$ cat src/rtl/product_accumulator.sv
// ============================================================================
// Module   : product_accumulator
// Purpose  : Accumulates a valid/last stream of signed products into a wide
//            register. At the end of each frame the sum is rounded (half
//            toward +inf), arithmetically shifted right by SHIFT and
//            saturated to OW bits. The result is presented on a single-entry
//            valid/ready output register.
// Ports    : clk, rst        - clock, asynchronous active-high reset
//            in_valid/in_ready/in_data/in_last - product stream
//            out_valid/out_ready               - result handshake
//            out_data        - rounded/saturated frame sum (signed, OW bits)
//            out_sat         - out_data was clipped
//            out_cnt         - number of products in the frame (saturating)
// Revision : 1.0 - initial release
// ============================================================================
`default_nettype none

module product_accumulator #(
  parameter int MW    = 35,
  parameter int ACCW  = 48,
  parameter int OW    = 24,
  parameter int SHIFT = 16,
  parameter int CW    = 16
) (
  input  logic                 clk,
  input  logic                 rst,
  input  logic                 in_valid,
  input  logic signed [MW-1:0] in_data,
  input  logic                 in_last,
  output logic                 in_ready,
  output logic                 out_valid,
  input  logic                 out_ready,
  output logic signed [OW-1:0] out_data,
  output logic                 out_sat,
  output logic [CW-1:0]        out_cnt
);

  // Saturation bounds, held one bit wider than the accumulator so they can be
  // compared directly against the rounded value.
  localparam logic signed [ACCW:0] c_one = (ACCW+1)'(1);
  localparam logic signed [ACCW:0] c_max = (c_one <<< (OW-1)) - c_one;
  localparam logic signed [ACCW:0] c_min = ~c_max;

  // State registers
  logic signed [ACCW-1:0] acc_q, acc_d;
  logic [CW-1:0]          cnt_q, cnt_d;
  logic                   first_q, first_d;
  logic                   out_valid_q, out_valid_d;
  logic signed [OW-1:0]   out_data_q, out_data_d;
  logic                   out_sat_q, out_sat_d;
  logic [CW-1:0]          out_cnt_q, out_cnt_d;

  // Datapath wires
  logic                   w_accept;
  logic signed [ACCW-1:0] w_ext;
  logic signed [ACCW-1:0] w_sum;
  logic [CW-1:0]          w_n;
  logic signed [ACCW:0]   w_wide;
  logic signed [ACCW:0]   w_rnd;
  logic signed [OW-1:0]   w_res;
  logic                   w_clip;

  // The output register can take a new result whenever it is empty or being
  // drained this cycle, so no result is ever overwritten.
  assign in_ready = !out_valid_q || out_ready;
  assign w_accept = in_valid && in_ready;

  // Sign extension happens through the signed size cast.
  assign w_ext = ACCW'(in_data);

  // A frame's first product discards whatever the accumulator holds, so the
  // running sum never needs an explicit clear cycle between frames.
  assign w_sum = (first_q ? '0 : acc_q) + w_ext;

  // Product count saturates at all-ones rather than wrapping.
  assign w_n = first_q           ? CW'(1) :
               (cnt_q == '1)     ? cnt_q  :
                                   cnt_q + CW'(1);

  // One guard bit above the accumulator keeps the rounding add from wrapping.
  assign w_wide = {w_sum[ACCW-1], w_sum};

  generate
    if (SHIFT > 0) begin : g_round
      localparam logic signed [ACCW:0] c_half = c_one <<< (SHIFT-1);
      assign w_rnd = (w_wide + c_half) >>> SHIFT;
    end else begin : g_no_round
      assign w_rnd = w_wide;
    end
  endgenerate

  always_comb begin
    w_clip = 1'b0;
    w_res  = w_rnd[OW-1:0];
    if (w_rnd > c_max) begin
      w_clip = 1'b1;
      w_res  = c_max[OW-1:0];
    end else if (w_rnd < c_min) begin
      w_clip = 1'b1;
      w_res  = c_min[OW-1:0];
    end
  end

  // Next-state logic
  always_comb begin
    acc_d       = acc_q;
    cnt_d       = cnt_q;
    first_d     = first_q;
    out_valid_d = out_valid_q;
    out_data_d  = out_data_q;
    out_sat_d   = out_sat_q;
    out_cnt_d   = out_cnt_q;

    // Result drained; payload is left in place.
    if (out_valid_q && out_ready) begin
      out_valid_d = 1'b0;
    end

    if (w_accept) begin
      if (in_last) begin
        // A last accept overrides the drain above, so back-to-back results
        // flow without a bubble.
        acc_d       = '0;
        cnt_d       = '0;
        first_d     = 1'b1;
        out_valid_d = 1'b1;
        out_data_d  = w_res;
        out_sat_d   = w_clip;
        out_cnt_d   = w_n;
      end else begin
        acc_d   = w_sum;
        cnt_d   = w_n;
        first_d = 1'b0;
      end
    end
  end

  always_ff @(posedge clk or posedge rst) begin
    if (rst) begin
      acc_q       <= '0;
      cnt_q       <= '0;
      first_q     <= 1'b1;
      out_valid_q <= 1'b0;
      out_data_q  <= '0;
      out_sat_q   <= 1'b0;
      out_cnt_q   <= '0;
    end else begin
      acc_q       <= acc_d;
      cnt_q       <= cnt_d;
      first_q     <= first_d;
      out_valid_q <= out_valid_d;
      out_data_q  <= out_data_d;
      out_sat_q   <= out_sat_d;
      out_cnt_q   <= out_cnt_d;
    end
  end

  assign out_valid = out_valid_q;
  assign out_data  = out_data_q;
  assign out_sat   = out_sat_q;
  assign out_cnt   = out_cnt_q;

endmodule

`default_nettype wire

$ cat config.mk
export PLATFORM = sky130hd
export DESIGN_NAME = product_accumulator
export DESIGN_NICKNAME = d
export VERILOG_FILES = /design/src/rtl/product_accumulator.sv
export SDC_FILE = /design/constraint.sdc
export NUM_CORES = 1
export LEC_CHECK = 0
export ABC_AREA = 0
export ABC_CLOCK_PERIOD_IN_PS = 6600
export CORE_MARGIN = 1
export CORE_UTILIZATION = 40
export CTS_CLUSTER_DIAMETER = 50
export DETAILED_ROUTE_END_ITERATION = 6
export HOLD_SLACK_MARGIN = 0.06
export PLACE_DENSITY_LB_ADDON = 0.05
export SLEW_MARGIN = 20
export SYNTH_ARGS = -nofsm -noshare
export SYNTH_HDL_FRONTEND = slang
export SYNTH_SLANG_ARGS = --single-unit
export TNS_END_PERCENT = 50
$ cat constraint.sdc
create_clock -name clk -period 6.6 [get_ports clk]
set_input_delay 1.32 -clock clk [delete_from_list [all_inputs] [get_ports clk]]
set_output_delay 1.32 -clock clk [all_outputs]
set_load 0.01 [all_outputs]
==> impl_metrics.json <==
{
  "slew_headroom": 0.4549,
  "synth.cell_area_um2": 8946,
  "viasPerCell": 5.753,
  "finalSetupViolCount": 0,
  "leakage_nw": 4.438,
  "ys_top_cells_by_count": "nand2_1 (142), dfrtp_1 (106), o21ai_0 (88), nor2_1 (86), a21oi_1 (79)",
  "crit_chain": "clkdlybuf4s50_1, ha_1, fa_1, a211oi_1, o21ai_1, o211ai_1, a31oi_1, a311o_1, nor3b_1, and4b_2, and3_1, a31oi_1, or2_2, a2111oi_0, a311oi_2, buf_4, a221o_2",
  "grt_pass1_wl_um": 44860,
  "maxCapViolCount": 0,
  "tns_ns": 0,
  "post_drt_wl_per_cell_um": 18.99,
  "cp-end-kind": "flip-flop",
  "synth.distinct_cells": 95,
  "cp_data_required_time_ns": 6.84,
  "worstMarginPinSlew_ns": 0.8176,
  "cts_root_buf": "clkbuf_16",
  "grt_max_degree": 62,
  "drc": 0,
  "hold_class": "reg -> reg",
  "nNetsFinal": 1274,
  "drt_pass1_iterations": 6,
  "cp-start-kind": "primary input",
  "antenna_found_initial": 0,
  "cp_common_cell": "a31oi_1",
  "p_int_mw": 1.736,
  "synth_seq_area_share": 0.2994,
  "area_delta_synth_final_pct": 18.55,
  "dpl_cell_area_um2": 10320,
  "p_total_mw": 2.964,
  "critPathArrivalTime_ns": 6.43,
  "critPathBufInv": 2,
  "io_pins": 83,
  "core-area_um2": 21890,
  "gp_congestion": 0.9216,
  "ys.flop_type": "dfrtp_1",
  "cts_max_path_buffers": 2,
  "dieHeight_um": 151.6,
  "post-route-min-period_ns": 6.181,
  "clkLatencyLatePin_ns": 0.37,
  "numCtsBuffers": 9,
  "grt_setup_unrepaired": "false",
  "num_rows": 54,
  "swShare": 0.4144,
  "fin_area_um2": 10610,
  "p_comb_frac": 0.521,
  "htree_levels": 3,
  "crit_path_max_incr_delay_ns": 0.47,
  "dpl.hpwl_um": 21220,
  "status": "completed",
  "dieArea_um2": 22970,
  "path_clk_slew_ns": 0.07,
  "postLayoutSetupSlackWorst_ns": 0.4194,
  "skew_ns": 0.01180,
  "postCtsHoldBufs": 0,
  "ir_drop_mv": 0.1650,
  "clkSinkCount": 107,
  "path_class": "in -> reg",
  "antenna_left": 0,
  "syn_area_per_cell_um2": 8.253,
  "synthTopCellsByArea": "dfrtp_1 (30%), ha_1 (6.9%), nand2_1 (6.0%)",
  "critical-path-slowest-cell": "a2111oi_0",
  "die_w_um": 151.6,
  "pwr-share-seq": 0.296,
  "syn_inst": 1084,
  "path_delay_family": "compound AO/OA/AOI/OAI gates",
  "p_clk_frac": 0.183,
  "syn_nets": 1174,
  "drv_slew": 0,
  "track_usage": 0.2521,
  "vias": 8451,
  "start_util": 0.4087,
  "power.density_nw_per_um2": 279.5,
  "cts_tree": "done",
  "finalCritPeriodShare": 0.9365,
  "pre_cts_ws_ns": 0.09732,
  "fmax_mhz": 161.8,
  "nFillCells": 2212,
  "hold_violations": 0,
  "p_switching_mw": 1.228,
  "n_antenna_cell": 0,
  "cts_resized": 0,
  "ys_warn_count": 0,
  "synth-seq-cells": 107,
  "crit_fanout": 22,
  "overflow": 0,
  "yosys.area.top_type": "dfrtp_1",
  "synth_top_area_share": 0.2965,
  "cts_setup_buffers": 0,
  "drt-initial-drc-count": 471,
  "layout-drive-gt1-share": 0.1144,
  "synthArstFlopShare": 1.000,
  "synth.most_common_cell": "nand2_1",
  "io_buffers": 82,
  "drt_wl_total_um": 27900,
  "grt_pass1_vias": 8225,
  "synth_edf_count": 0
}
[logic make-up (layout without fill, tap and decap cells)]
family,Yosys count,count (layout),share of synthesized area
mux,9,9,0.01035
fa+ha+maj,50,50,0.07077
buf+inv,62,167,0.03385
xor+xnor,72,72,0.07301
flops,107,107,0.2994
simple gates,449,449,0.2603
compound gates,335,335,0.2523
[cell usage in the layout (no fill, tap or decap), drive strengths merged, types with 6 or more instances in the layout]
cell | synthesis | routed
ha | 49 | 49
clkbuf | 30 | 9
clkdlybuf4s50 | 0 | 82
nor2 | 86 | 86
nand3 | 33 | 33
and3 | 9 | 9
and2 | 8 | 8
buf | 18 | 56
a221o | 16 | 16
nor2b | 52 | 52
nand4 | 25 | 25
and4 | 9 | 9
a31oi | 12 | 12
o211ai | 12 | 12
xor2 | 30 | 30
nand3b | 7 | 7
or3 | 6 | 6
or2 | 7 | 7
a22o | 23 | 23
o31ai | 11 | 11
a211oi | 6 | 6
nor3 | 25 | 25
mux2i | 7 | 7
o21ai | 95 | 95
a21o | 13 | 13
dfrtp | 106 | 106
a21oi | 82 | 82
xnor2 | 42 | 42
nand2b | 14 | 14
o21a | 13 | 13
nand2 | 142 | 142
inv | 13 | 16
nor4 | 11 | 11
o21bai | 12 | 12
[final cells by class]
cell class | count | area [um^2] | share of cell area
clock buffers | 9 | 225.2 | 0.02124
clock inverters | 7 | 57.56 | 0.005427
inverters | 13 | 51.30 | 0.004837
multi-input cells | 915 | 5976 | 0.5635
flip-flops and latches | 107 | 2679 | 0.2526
well taps | 280 | 350.3 | 0.03303
repair buffers | 138 | 1266 | 0.1194
[routing by layer]
| layer | track usage | part of all wire |
|---|---|---|
| met5 | 0 | 0 |
| met4 | 0.07376 | 0.022 |
| met3 | 0.03263 | 0.050 |
| met2 | 0.3973 | 0.44 |
| met1 | 0.3580 | 0.49 |
[flip-flops by register name, summed over array words and instances (netlist names)]
signal	count
cnt_q	16
acc_q	48
out_valid	1
out_cnt	16
first_q	1
out_sat	1
out_data	24
[worst paths after layout]
| kind | slack [ns] | start | to | cells past startpoint |
|---|---|---|---|---|
| max | 0.42 | in_data[0] | out_data[2] | 17 |
| min | 0.47 | acc_q[32] | acc_q[32] | 2 |
| max reg2reg | 0.80 | first_q | out_data[2] | 17 |
| min reg2reg | 0.47 | acc_q[32] | acc_q[32] | 2 |
| max in group asynchronous | 3.97 | rst | acc_q[33] | 3 |
| min in group asynchronous | 1.37 | rst | acc_q[9] | 2 |
[worst reg2reg max path, cell delays in order, from the launching register on]
cell and delay, ns:
dfstp_2 0.86, buf_12 0.23, nor2b_1 0.07, ha_1 0.40
a21oi_1 0.29, o21ai_0 0.20, a21oi_1 0.23, mux2_2 0.36
a311o_1 0.36, nor3b_1 0.31, and4b_2 0.32, and3_1 0.33
a31oi_1 0.15, or2_2 0.30, a2111oi_0 0.47, a311oi_2 0.23
buf_4 0.26, a221o_2 0.32
[stage by stage]
stage                     hold WS [ns]  cells    util
after CTS                       0.4795   1469  0.4845
final                           0.4744   1469  0.4845
after floorplan                 0.4309   1084       -
after detailed placement        0.4537   1453  0.4715
after global routing            0.4933   1469  0.4845
after global placement          0.4432   1453  0.4715
[power groups by stage]
stage,combinational (mW),sequential [mW],clock (mW)
finish,1.54,0.878,0.543
global route,1.68,0.896,0.584
global placement,1.52,0.891,0
floorplan,0.943,0.900,0
CTS,1.53,0.879,0.568
detailed placement,1.52,0.888,0
Power figures use the tool's default switching activity.
